$ cat src/rtl/alrd_mux_rr_pkg.sv
// alrd_mux_rr_pkg: width helpers shared by the alrd_* read-mux blocks.
package alrd_mux_rr_pkg;

    function automatic int al_word_w(input int addr_w, input int data_bits);
        return addr_w - data_bits;
    endfunction

    function automatic int al_id_w_fix(input int id_bits);
        return (id_bits > 1) ? id_bits : 1;
    endfunction

endpackage

$ cat src/rtl/alrd_rr_arb.sv
// alrd_rr_arb: round-robin / fixed-priority grant among eligible slaves.
module alrd_rr_arb #(
    parameter int SLAVE_COUNT = 4,
    parameter int ARB_RR      = 1,
    parameter int IDW         = 2
) (
    input  logic                   clk,
    input  logic                   rst_n,
    input  logic [SLAVE_COUNT-1:0] elig_i,
    input  logic                   adv_i,
    output logic [IDW-1:0]         grant_o,
    output logic                   any_o
);

    logic [IDW-1:0] ptr_q, ptr_d, base, g_lo, g_hi;
    logic           hit_hi;

    assign base = (ARB_RR != 0) ? ptr_q : '0;

    // Descending scan leaves the lowest eligible index at or above base in g_hi,
    // and the lowest eligible index overall in g_lo for the wrap-around case.
    always_comb begin
        g_lo   = '0;
        g_hi   = '0;
        hit_hi = 1'b0;
        for (int i = SLAVE_COUNT - 1; i >= 0; i--) begin
            if (elig_i[i]) begin
                g_lo = IDW'(i);
                if (IDW'(i) >= base) begin
                    g_hi   = IDW'(i);
                    hit_hi = 1'b1;
                end
            end
        end
    end

    assign grant_o = hit_hi ? g_hi : g_lo;
    assign any_o   = |elig_i;
    assign ptr_d   = (grant_o == IDW'(SLAVE_COUNT - 1)) ? '0 : grant_o + 1'b1;

    always_ff @(posedge clk or negedge rst_n) begin
        if (!rst_n) ptr_q <= '0;
        else if (adv_i) ptr_q <= ptr_d;
    end

endmodule

$ cat src/rtl/alrd_mux_rr.sv
// alrd_mux_rr: registered N:1 AL read mux with arbitration, outstanding limiting
// and illegal-response detection; R beats are routed back by ID.
module alrd_mux_rr
    import alrd_mux_rr_pkg::*;
#(
    parameter int DATA_BITS            = 2,
    parameter int DATA_WIDTH           = 8 << DATA_BITS,
    parameter int ADDR_WIDTH           = 4,
    parameter int SLAVE_COUNT          = 4,
    parameter int SLAVE_COUNT_BITS     = $clog2(SLAVE_COUNT),
    parameter int SLAVE_COUNT_BITS_FIX = al_id_w_fix(SLAVE_COUNT_BITS),
    parameter int MAX_OUTSTANDING      = 4,
    parameter int ARB_RR               = 1
) (
    input  logic                                           clk,
    input  logic                                           rst_n,
    input  logic [SLAVE_COUNT*(ADDR_WIDTH-DATA_BITS)-1:0]  sn_al_araddr,
    input  logic [SLAVE_COUNT-1:0]                         sn_al_arvalid,
    output logic [SLAVE_COUNT-1:0]                         sn_al_arready,
    output logic [SLAVE_COUNT*DATA_WIDTH-1:0]              sn_al_rdata,
    output logic [SLAVE_COUNT-1:0]                         sn_al_rvalid,
    input  logic [SLAVE_COUNT-1:0]                         sn_al_rready,
    output logic [ADDR_WIDTH-DATA_BITS-1:0]                m_al_araddr,
    output logic                                           m_al_arvalid,
    output logic [SLAVE_COUNT_BITS_FIX-1:0]                m_al_arid,
    input  logic                                           m_al_arready,
    input  logic [DATA_WIDTH-1:0]                          m_al_rdata,
    input  logic                                           m_al_rvalid,
    input  logic [SLAVE_COUNT_BITS_FIX-1:0]                m_al_rid,
    output logic                                           m_al_rready,
    output logic                                           err_rid
);

    localparam int AW  = al_word_w(ADDR_WIDTH, DATA_BITS);
    localparam int CW  = $clog2(MAX_OUTSTANDING + 1);
    localparam int IDW = SLAVE_COUNT_BITS_FIX;

    logic [SLAVE_COUNT-1:0] elig, rid_hit, cnt_nz, dec;
    logic [CW-1:0]          cnt_q [SLAVE_COUNT];
    logic [CW-1:0]          cnt_d [SLAVE_COUNT];
    logic [IDW-1:0]         grant, arid_q;
    logic [AW-1:0]          araddr_q, addr_sel;
    logic                   arvalid_q, err_q, load, any, take, legal;

    always_comb begin
        elig     = '0;
        rid_hit  = '0;
        cnt_nz   = '0;
        addr_sel = '0;
        for (int i = 0; i < SLAVE_COUNT; i++) begin
            elig[i]    = sn_al_arvalid[i] & (cnt_q[i] < CW'(MAX_OUTSTANDING));
            rid_hit[i] = (m_al_rid == IDW'(i));
            cnt_nz[i]  = (cnt_q[i] != '0);
            if (grant == IDW'(i)) addr_sel = sn_al_araddr[i*AW +: AW];
        end
    end

    generate
        if (SLAVE_COUNT == 1) begin : g_single
            assign grant = '0;
            assign any   = elig[0];
        end else begin : g_arb
            alrd_rr_arb #(
                .SLAVE_COUNT (SLAVE_COUNT),
                .ARB_RR      (ARB_RR),
                .IDW         (IDW)
            ) u_arb (
                .clk     (clk),
                .rst_n   (rst_n),
                .elig_i  (elig),
                .adv_i   (take),
                .grant_o (grant),
                .any_o   (any)
            );
        end
    endgenerate

    assign load          = ~arvalid_q | m_al_arready;
    assign take          = load & any;
    assign sn_al_arready = take ? (SLAVE_COUNT'(1) << grant) : '0;

    // An out-of-range ID matches no rid_hit bit, so it is illegal like a zero-count hit.
    assign legal        = |(rid_hit & cnt_nz);
    assign m_al_rready  = legal ? |(rid_hit & sn_al_rready) : 1'b1;
    assign sn_al_rvalid = (m_al_rvalid & legal) ? rid_hit : '0;
    assign dec          = (m_al_rvalid & legal & m_al_rready) ? rid_hit : '0;
    assign sn_al_rdata  = {SLAVE_COUNT{m_al_rdata}};

    always_comb begin
        for (int i = 0; i < SLAVE_COUNT; i++) begin
            cnt_d[i] = (sn_al_arready[i] & ~dec[i]) ? cnt_q[i] + 1'b1 :
                       (dec[i] & ~sn_al_arready[i]) ? cnt_q[i] - 1'b1 : cnt_q[i];
        end
    end

    always_ff @(posedge clk or negedge rst_n) begin
        if (!rst_n) begin
            arvalid_q <= 1'b0;
            araddr_q  <= '0;
            arid_q    <= '0;
            err_q     <= 1'b0;
            for (int i = 0; i < SLAVE_COUNT; i++) cnt_q[i] <= '0;
        end else begin
            if (take) begin
                arvalid_q <= 1'b1;
                araddr_q  <= addr_sel;
                arid_q    <= grant;
            end else if (load) begin
                arvalid_q <= 1'b0;
            end
            err_q <= err_q | (m_al_rvalid & ~legal);
            for (int i = 0; i < SLAVE_COUNT; i++) cnt_q[i] <= cnt_d[i];
        end
    end

    assign m_al_arvalid = arvalid_q;
    assign m_al_araddr  = araddr_q;
    assign m_al_arid    = arid_q;
    assign err_rid      = err_q;

endmodule

$ cat config.mk
export PLATFORM = sky130hd
export DESIGN_NAME = alrd_mux_rr
export DESIGN_NICKNAME = d
export VERILOG_FILES = /design/src/rtl/alrd_mux_rr_pkg.sv /design/src/rtl/alrd_rr_arb.sv /design/src/rtl/alrd_mux_rr.sv
export SDC_FILE = /design/constraint.sdc
export NUM_CORES = 1
export LEC_CHECK = 0
export CAP_MARGIN = 20
export CORE_MARGIN = 4
export CORE_UTILIZATION = 32
export DETAILED_ROUTE_END_ITERATION = 10
export PLACE_DENSITY = 0.89
export SETUP_SLACK_MARGIN = 0.2
export SYNTH_ARGS = -nofsm -noshare
export SYNTH_HDL_FRONTEND = slang
export SYNTH_SLANG_ARGS = --single-unit
export TNS_END_PERCENT = 30
$ cat constraint.sdc
create_clock -name clk -period 3.3 [get_ports clk]
set_input_delay 0.33 -clock clk [delete_from_list [all_inputs] [get_ports clk]]
set_output_delay 0.33 -clock clk [all_outputs]
set_load 0.03 [all_outputs]
## Yosys cells after proc, flatten, opt, wreduce, memory -nomap -nowiden

Cells that the tools add are included.
W data, S select, Z words.

| storage, ports and cells | value |
|---|---|
| register bits | 20 |
| logic and storage cells | 117 |
| bits of input ports | 54 |

| cells by class | value |
|---|---|
| muxes and demuxes | 40 |
| shifts and indexed selects | 1 |
| reductions and logical operators | 14 |
| $lt $le $gt $ge | 8 |
| bitwise logic cells | 30 |
| equal/unequal tests | 6 |
| add/sub/neg operators | 9 |

Operators with widths:

| operator | number |
|---|---|
| $mux W2 | 18 |
| $mux W3 | 8 |
| $and A1 B1 Y1 | 16 |
| $add A3 B1 Y3 const B | 4 |
| $lt A3 B3 Y1 const B | 4 |
| $mux W4 | 3 |
| $reduce_bool A3 Y1 | 4 |
| $reduce_or A4 Y1 | 3 |
| $sub A3 B1 Y3 const B | 4 |
| $mux W1 | 11 |
| $not A1 Y1 | 10 |
| $reduce_bool A2 Y1 | 5 |
| $and A4 B4 Y4 | 2 |
| $eq A2 B2 Y1 const B | 4 |
| $eq A2 B1 Y1 const B | 2 |
| $ge A1 B2 Y1 const A | 2 |
| $ge A2 B2 Y1 const A | 2 |
| $logic_not A2 Y1 | 2 |
| $shl A1 B2 Y4 const A | 1 |
| $add A2 B1 Y2 const B | 1 |
| $or A1 B1 Y1 | 2 |

## Depth between registers and ports, before layout

Gate-level depths: netlist of the first run.

| depth | value |
|---|---|
| word-level depth | 16 |
| depth in mapped cells | 12 |
| mapped depth without buffers | 12 |

## Cells and area by module

Synthesis of the first run repeated with hierarchy kept, for this count alone.

| unflattened totals | value |
|---|---|
| cell total of the unflattened synthesis | 239 |
| area, all modules | 2248.4 sq um |

Modules (own cells, without submodules):

| module | cells an instance | instances | area each (sq um) |
|---|---|---|---|
| alrd_mux_rr | 216 | 1 | 2069.5 |
| alrd_rr_arb | 23 | 1 | 178.9 |

## Worst setup path after synthesis of the first run

No wires, ideal clock.

| timing | value |
|---|---|
| path type | reg-to-reg |
| from | register cnt_q[11] in the netlist's numbering |
| to | register cnt_q[8] in the netlist's numbering |
| stages on the path, launching flop included | 12 |
| required time | 3221 ps |
| path buffers | 0 |
| clock period less this slack | 2758 ps |
| arrival | 2678 ps |
| path slack | 542 ps |
| cell sequence | dfrtp_1 > nor2b_1 > a211oi_1 > o32ai_1 > ha_1 > and2_1 > ha_1 > inv_1 > fa_1 > xor2_1 > nor2_1 > xor2_1 |

| on the way | value |
|---|---|
| longest elaborated chain between the ends | 9 |

Ends and longest elaborated chain:

| element | RTL line | source |
|---|---|---|
| from (decl) | alrd_mux_rr.sv:39 | `logic [CW-1:0] cnt_q [SLAVE_COUNT];` |
| $lt A3 B3 Y1 (*) | alrd_mux_rr.sv:51 | `elig[i] = sn_al_arvalid[i] & (cnt_q[i] < CW'(MAX_OUTSTANDING));` |
| $and A1 B1 Y1 (*) | alrd_mux_rr.sv:51 |  |
| $mux W2 / $mux W1 (equally long branches) | alrd_rr_arb.sv:27 | `if (elig_i[i]) begin` |
| $mux W2 | alrd_rr_arb.sv:37 | `assign grant_o = hit_hi ? g_hi : g_lo;` |
| $shl A1 B2 Y4 | alrd_mux_rr.sv:80 | `assign sn_al_arready = take ? (SLAVE_COUNT'(1) << grant) : '0;` |
| $mux W4 (*) | alrd_mux_rr.sv:80 |  |
| named net sn_al_arready[1] | alrd_mux_rr.sv:19 | `output logic [SLAVE_COUNT-1:0] sn_al_arready,` |
| $not A1 Y1 | alrd_mux_rr.sv:92 | `(dec[i] & ~sn_al_arready[i]) ? cnt_q[i] - 1'b1 : cnt_q[i];` |
| $and A1 B1 Y1 | alrd_mux_rr.sv:92 |  |
| $reduce_bool A2 Y1 (no line) | n/a |  |

Mark *: on every way through the listed nets, which the timed path passes. The rest lies on a longest branch.
A chain may end at the register's enable or synchronous reset.

## Final worst setup path of the first run

| timing | value |
|---|---|
| from | input port sn_al_arvalid[0] |
| to | output port sn_al_arready[1] |

| on the way | value |
|---|---|
| longest elaborated chain between the ends | 5 |

Ends and longest elaborated chain:

| element | RTL line | source |
|---|---|---|
| from (decl) | alrd_mux_rr.sv:18 | `input logic [SLAVE_COUNT-1:0] sn_al_arvalid,` |
| $and A1 B1 Y1 (*) | alrd_mux_rr.sv:51 |  |
| $mux W2 / $mux W1 (equally long branches) | alrd_rr_arb.sv:27 |  |
| $mux W2 | alrd_rr_arb.sv:37 |  |
| $shl A1 B2 Y4 | alrd_mux_rr.sv:80 |  |
| $mux W4 (*) | alrd_mux_rr.sv:80 |  |
| to (decl) | alrd_mux_rr.sv:19 |  |

Mark *: on every way between the ends. The rest lies on a longest branch, timed or not.

==> key figures, run 1 <==
Run status
  • Status: complete, no violations

Synth
  • Number of enable flip-flop cells after synthesis: 0
  • Mapped Nets: 317
  • Syn Area/Cell: approximately 9 um^2
  • Netlist cell types: 35
  • Synthesized flop and latch total: 20
  • Top-count cell post-synth: buf_4
  • Top-area cell type share of the netlist area: 0.424
  • Async SR Flop Fraction: 1.00
  • Mapped cell area: about 2300 um^2
  • Commonest cells in the netlist: buf_4 (128), dfrtp_1 (20), inv_1 (10), nor2_1 (10)
  • Largest cells by area after synthesis: buf_4 (42%), dfrtp_1 (22%), ha_1 (4.4%), fa_1 (3.5%), xor2_1 (3.1%)
  • Sequential fraction of the synthesis area: 0.221
  • Cell taking the most area after synthesis: buf_4
  • Syn Inst Count: between 200 and 300
  • YS warnings: 0
  • Top FF cell, synth: dfrtp_1

Clocking
  • CTS tree: done
  • Clk_lat worst skew: around 0.26 ns
  • Post-CTS setup buffers: 0
  • Root Buffer: clkbuf_8
  • Hold_buf cts: 0
  • H-tree Lvls: 1
  • Clock slew at reported path FFs: approximately 0.07 ns
  • CTS Buf Count: 3
  • Clock Tree Buf Depth: 2
  • Sink count of the clock tree: 20

STA
  • Fin worst setup slack: between 0.2 and 0.3 ns
  • Unrepaired setup endpoints after global routing: yes
  • Max Clock Skew: ~0.0018 ns
  • Slew HR: 0.377
  • Sum of negative setup slack: 0 ns
  • Period utilisation layout: 0.911
  • F_max: ~330 MHz
  • Setup Viol. Count Final: 0
  • Max Slew Vio Count: 0
  • Worst Tran Pin Value: roughly 0.93 ns
  • Minimum clock period: ~3.0 ns
  • Final Hold Vio Count: 0

Power
  • NetSw: around 660 uW
  • Tot Pwr: 1.56 mW
  • Reg power frac: 0.324
  • Comb power frac: 0.556
  • Clock share of power: 0.120
  • Internal power: ~900 uW
  • Pleak: around 0.75 nW
  • Pwr dens: between 800 and 900 nW/um^2
  • Switching fraction of total power: 0.424
  • Worst vdd ir: roughly 0.41 mV

Cells and area
  • Final Util: 0.270
  • Layout cells sized above 1: 0.0802
  • Final Non-Filler Cells: ~260
  • Nets: roughly 230
  • Number of fill cells in the layout: between 700 and 800
  • Area Growth Syn to Fin: -18.8%
  • Antenna fix cells: 0

Worst setup path
  • CP peak stage delay: around 0.68 ns
  • Worst setup EP type: output pin
  • Element type at the critical path start: primary input
  • WP data arrival: approximately 2.7 ns
  • CP required: approximately 3.0 ns
  • Cell Chain, Critical Path: clkdlybuf4s50_1 -> nor2b_1 -> a211oi_1 -> o32ai_1 -> buf_4 -> ha_1 -> and2_1 -> clkdlybuf4s50_1
  • Most numerous cell on the critical path: clkdlybuf4s50_1
  • Crit path kind: primary input to output pin
  • Critical-path maximum fanout: 4
  • Slowest CP cell: clkdlybuf4s50_1

Placement
  • Detailed placement HPWL: between 3000 and 4000 um
  • Placed insts: between 200 and 300
  • Gp weighted congestion: ~0.86
  • Pre-CTS worst setup slack: roughly 0.056 ns
  • Port-buffer cells: 36

Route
  • Drt total wl: 3860 um
  • DR top layer: met4
  • DR vias: between 1000 and 1500
  • DRT met1 WL: 1370 um
  • DRC viols: 0
  • Detailed Route Iter0 Violations: 31
  • Detail Route Antenna Nets: 0
  • Drt first pass iters: 4
  • Met2 WL: between 1500 and 2000 um
  • Met3 Routed Length: around 460 um
  • Vias/cell: around 4.3
  • WL/cell: ~15 um

Die
  • FP Rows: 30
  • Die Wd: 92.2 um
  • DIE AREA: 8500 um^2
  • Initial core utilization: 0.332
  • Vert. Die Dim: around 92 um
  • Core Area: just under 7000 um^2
  • # IOs: between 150 and 200

Worst hold path
  • HP Class: flip-flop to flip-flop

Global route
  • Largest net degree at the start of global routing: 21
  • GRT Util Overall: 0.0905
  • First-pass GRT wire length: a little over 6000 um
  • Vias in the first global route: roughly 1200
  • Initial antenna violation count: 0
  • Gr ovfl total: 0

Job
  • Max_cap viols: 0
[worst max-delay path: cells and delay by family]
kind | cells | cell delay, ns
adder cells (fa/ha/maj) | 1 | 0.21
buffers and inverters | 3 | 1.36
AND/OR/NAND/NOR | 2 | 0.42
AO/OA/AOI/OAI | 2 | 0.35
[layout by cell type (no fill, tap or decap), drive strengths merged, types with 3 or more instances in the layout]
cell type / n
xor2: 8
mux2: 6
nor3b: 3
and2: 5
inv: 10
ha: 8
nand2b: 4
nor4: 3
dfrtp: 20
clkbuf: 4
fa: 4
clkdlybuf4s50: 35
nand2: 8
nor2b: 6
xnor2: 4
nor2: 10
[layout make-up]
class	instances	area (um^2)	area share
clock buffers	4	55.1	0.0299
inverters	10	37.5	0.0204
multi-input cells	91	759	0.412
flip-flops and latches	20	500	0.272
well taps	96	120	0.0652
repair buffers	37	370	0.201
[flip-flops by register name (all words and copies together) (netlist names)]
register and count:
cnt_q 12, m_al_arid 2, err_rid 1, m_al_araddr 2, g_arb.u_arb.base 2, m_al_arvalid 1
[through the flow]
stage          hold WS (ns)  cell area, um^2
4_1_cts               0.469             1840
2_1_floorplan        0.0344             2270
3_3_place_gp          0.440             1780
6_report              0.466             1840
5_1_grt               0.517             1840
3_5_place_dp          0.452             1780
[cell families after synthesis]
family | Yosys count | synth area share
compound gates | 14 | 0.0496
xor+xnor | 12 | 0.0463
fa+ha+maj | 12 | 0.0794
buf+inv | 140 | 0.447
flops | 20 | 0.221
mux | 9 | 0.0485
simple gates | 44 | 0.108
[layer usage]
layer / vias up / GRT usage
met1: 510 / 0.0973
met3: 19 / 0.0410
met2: 77 / 0.147
li1: 503 / -
met5: - / 0
met4: 0 / 0.0507
[power by group through the flow]
stage                     Combinational [mW]  Clock, mW  Sequential [mW]
after floorplan                        0.853          0            0.526
after global placement                 0.816          0            0.498
after detailed placement               0.870          0            0.508
after CTS                              0.881      0.192            0.507
after global routing                   0.966      0.205            0.530
final                                  0.868      0.188            0.506
[timing repair]
action                                 CTS  global route
setup endpoints to repair                1             3
endpoints found under the hold margin    0             0
gates cloned                             0             0
resized for setup                        1             1
[path summary, 6_finish.rpt]
kind	from	end	slack, ns	cells after the start
setup / recovery	sn_al_arvalid[0]	sn_al_arready[1]	0.29	8
setup reg to reg	cnt_q[2]$_DFFE_PN0P_	cnt_q[2]$_DFFE_PN0P_	0.53	12
hold reg to reg	err_rid$_DFF_PN0_	err_rid$_DFF_PN0_	0.47	1
max in group asynchronous	rst_n	err_rid$_DFF_PN0_	2.14	1
min in group asynchronous	rst_n	m_al_arvalid$_DFFE_PN0P_	0.59	1
hold / removal	err_rid$_DFF_PN0_	err_rid$_DFF_PN0_	0.47	1
Note: power is estimated with default switching activity, not from simulation.
==> run 2, diff against run 1 <==
==> constraint.sdc (replaced) <==
create_clock -name clk -period 3.45 [get_ports clk]
set_input_delay 0.345 -clock clk [delete_from_list [all_inputs] [get_ports clk]]
set_output_delay 0.345 -clock clk [all_outputs]
set_load 0.03 [all_outputs]
==> run 2 against run 1 <==
Clock skew rose by 0.0071 ns. Clock power rose by 28%. First-iteration DRC count rose by 90%. Count of clock-buffer cells in the layout fell by 1. Global-route usage rose by 0.26 points. Final area rose by 0.75%. Worst hold slack improved by 0.0018 ns. Sequential share of layout area fell by 0.20 points. Non-clock buffer count fell by 1. Flip-flop and latch count did not move. Total power fell by 0.20%. Combinational power fell by 3.2%. Largest power group unchanged. Highest routed layer unchanged.
==> key figures, run 2 (synthesis gave the netlist of run 1 again) <==
Placement
  • Port-buffer cells: 36
  • Detailed placement HPWL: around 3100 um
  • Pre-CTS worst setup slack: 0.116 ns
  • Gp weighted congestion: 0.817

Route
  • WL/cell: roughly 15 um
  • Detail Route Antenna Nets: 0
  • Vias/cell: 4.35
  • Drt total wl: between 3000 and 4000 um
  • Drt first pass iters: 4
  • Detailed Route Iter0 Violations: just under 60
  • DR vias: roughly 1100
  • DRC viols: 0

Clocking
  • CTS tree: done
  • H-tree Lvls: 1
  • Clk_lat worst skew: 0.27 ns
  • Clock slew at reported path FFs: roughly 0.08 ns
  • Root Buffer: clkbuf_8
  • Hold_buf cts: 0
  • Post-CTS setup buffers: 0
  • CTS Buf Count: 3
  • Clock Tree Buf Depth: 2
  • Sink count of the clock tree: 20

Global route
  • Vias in the first global route: ~1200
  • Gr ovfl total: 0
  • GR Layer Usage met3: 0.0427
  • M1 GR Usage: 0.105
  • First-pass GRT wire length: between 6000 and 7000 um
  • Initial antenna violation count: 0
  • GRT busiest layer: met2
  • Largest net degree at the start of global routing: 21
  • GRT Util Overall: 0.0932
  • GR met2 Demand/Resource: 0.148

Cells and area
  • Layout cells sized above 1: 0.0807
  • Nets: approximately 230
  • Largest register FFs: 12
  • Area Growth Syn to Fin: -18.1%
  • Commonest non-fill, non-tap cells in the layout: clkdlybuf4s50_1 (36), dfrtp_1 (20), nor2_1 (10), inv_1 (10)
  • Top reg by flops: cnt_q
  • Antenna fix cells: 0
  • Number of fill cells in the layout: roughly 730
  • Final Util: 0.272
  • Most common cell after layout, fill and taps aside: clkdlybuf4s50_1

STA
  • Max Clock Skew: between 0.008 and 0.009 ns
  • Sum of negative setup slack: 0 ns
  • Worst Tran Pin Value: between 0.9 and 1 ns
  • F_max: 325 MHz
  • Final Hold Vio Count: 0
  • Slew HR: 0.391
  • Unrepaired setup endpoints after global routing: no
  • Period utilisation layout: 0.893
  • Minimum clock period: approximately 3.1 ns
  • Max Slew Vio Count: 0
  • Worst hold margin: between 0.4 and 0.5 ns
  • Fin worst setup slack: about 0.37 ns
  • Setup Viol. Count Final: 0

Die
  • Initial core utilization: 0.332
  • DIE AREA: around 8500 um^2
  • Die Wd: 92.2 um
  • Vert. Die Dim: just over 90 um
  • Core Area: 6830 um^2
  • # IOs: roughly 200
  • FP Rows: 30

Worst setup path
  • WP data arrival: 2.74 ns
  • Element type at the critical path start: primary input
  • Crit path kind: primary input to output pin
  • Worst setup EP type: output pin
  • Critical-path maximum fanout: 5
  • CP required: about 3.1 ns

Power
  • Worst vdd ir: approximately 0.53 mV
  • Tot Pwr: ~1.6 mW
  • Pwr dens: about 840 nW/um^2
  • Pleak: ~0.74 nW

Run status
  • Status: complete, no violations

Job
  • Max_cap viols: 0

Worst hold path
  • HP Class: flip-flop to flip-flop
==> run 2: power by group <==
part / internal [mW] / leakage [nW] / total, mW / switching (mW)
Sequential: 0.352 / 0.230 / 0.479 / 0.127
Clock: 0.155 / 0.0357 / 0.240 / 0.0849
Combinational: 0.405 / 0.470 / 0.840 / 0.435
Total: 0.912 / 0.735 / 1.56 / 0.647
==> run 2: layout make-up <==
class | count | area, um^2 | share of cell area
clock inverter | 1 | 30.0 | 0.0162
inverter | 10 | 37.5 | 0.0202
sequential | 20 | 500 | 0.270
timing repair buffer | 36 | 360 | 0.194
multi-input combinational | 91 | 767 | 0.413
tap | 96 | 120 | 0.0647
clock buffer | 3 | 41.3 | 0.0222
==> run 2: worst max-delay path, stage by stage <==
cell	delay, ns
clkdlybuf4s50_1	0.49
nor2b_2	0.27
a211oi_1	0.09
o32ai_2	0.35
inv_1	0.13
ha_1	0.26
and2_1	0.19
clkdlybuf4s50_1	0.62
==> run 2: metal layers <==
layer,share of wire,routed length (um)
met2,0.47,1840
met5,0,0
met4,0.037,147
met3,0.13,500
met1,0.37,1460
==> run 2: final timing paths <==
kind / from / end / slack (ns) / cells after the start
setup / recovery: sn_al_arvalid[1] / sn_al_arready[2] / 0.37 / 8
hold / removal: err_rid$_DFF_PN0_ / err_rid$_DFF_PN0_ / 0.47 / 1
setup reg to reg: cnt_q[2]$_DFFE_PN0P_ / cnt_q[2]$_DFFE_PN0P_ / 0.66 / 12
hold reg to reg: err_rid$_DFF_PN0_ / err_rid$_DFF_PN0_ / 0.47 / 1
max in group asynchronous: rst_n / cnt_q[6]$_DFFE_PN0P_ / 2.30 / 1
min in group asynchronous: rst_n / m_al_araddr[0]$_DFFE_PN0P_ / 0.59 / 1
==> run 2: what timing repair did <==
| action | CTS | global route |
|---|---|---|
| endpoints found under the setup margin | 0 | 8 |
| resized for setup | 0 | 2 |
| hold endpoints to repair | 0 | 0 |
==> run 2: through the flow <==
stage | area, um^2 | instances
floorplan | 2270 | 251
global placement | 1770 | 253
detailed placement | 1770 | 253
CTS | 1840 | 257
global route | 1860 | 257
finish | 1860 | 257
==> run 3, diff against run 2 <==
--- a/config.mk
+++ b/config.mk
@@ -9,6 +9,7 @@
 export CORE_MARGIN = 4
 export CORE_UTILIZATION = 32
 export DETAILED_ROUTE_END_ITERATION = 10
+export GPL_ROUTABILITY_DRIVEN = 0
 export PLACE_DENSITY = 0.89
 export SETUP_SLACK_MARGIN = 0.2
 export SYNTH_ARGS = -nofsm -noshare
==> results of run 3 <==
The final DEF is identical to that of run 2; final timing and power are the same.
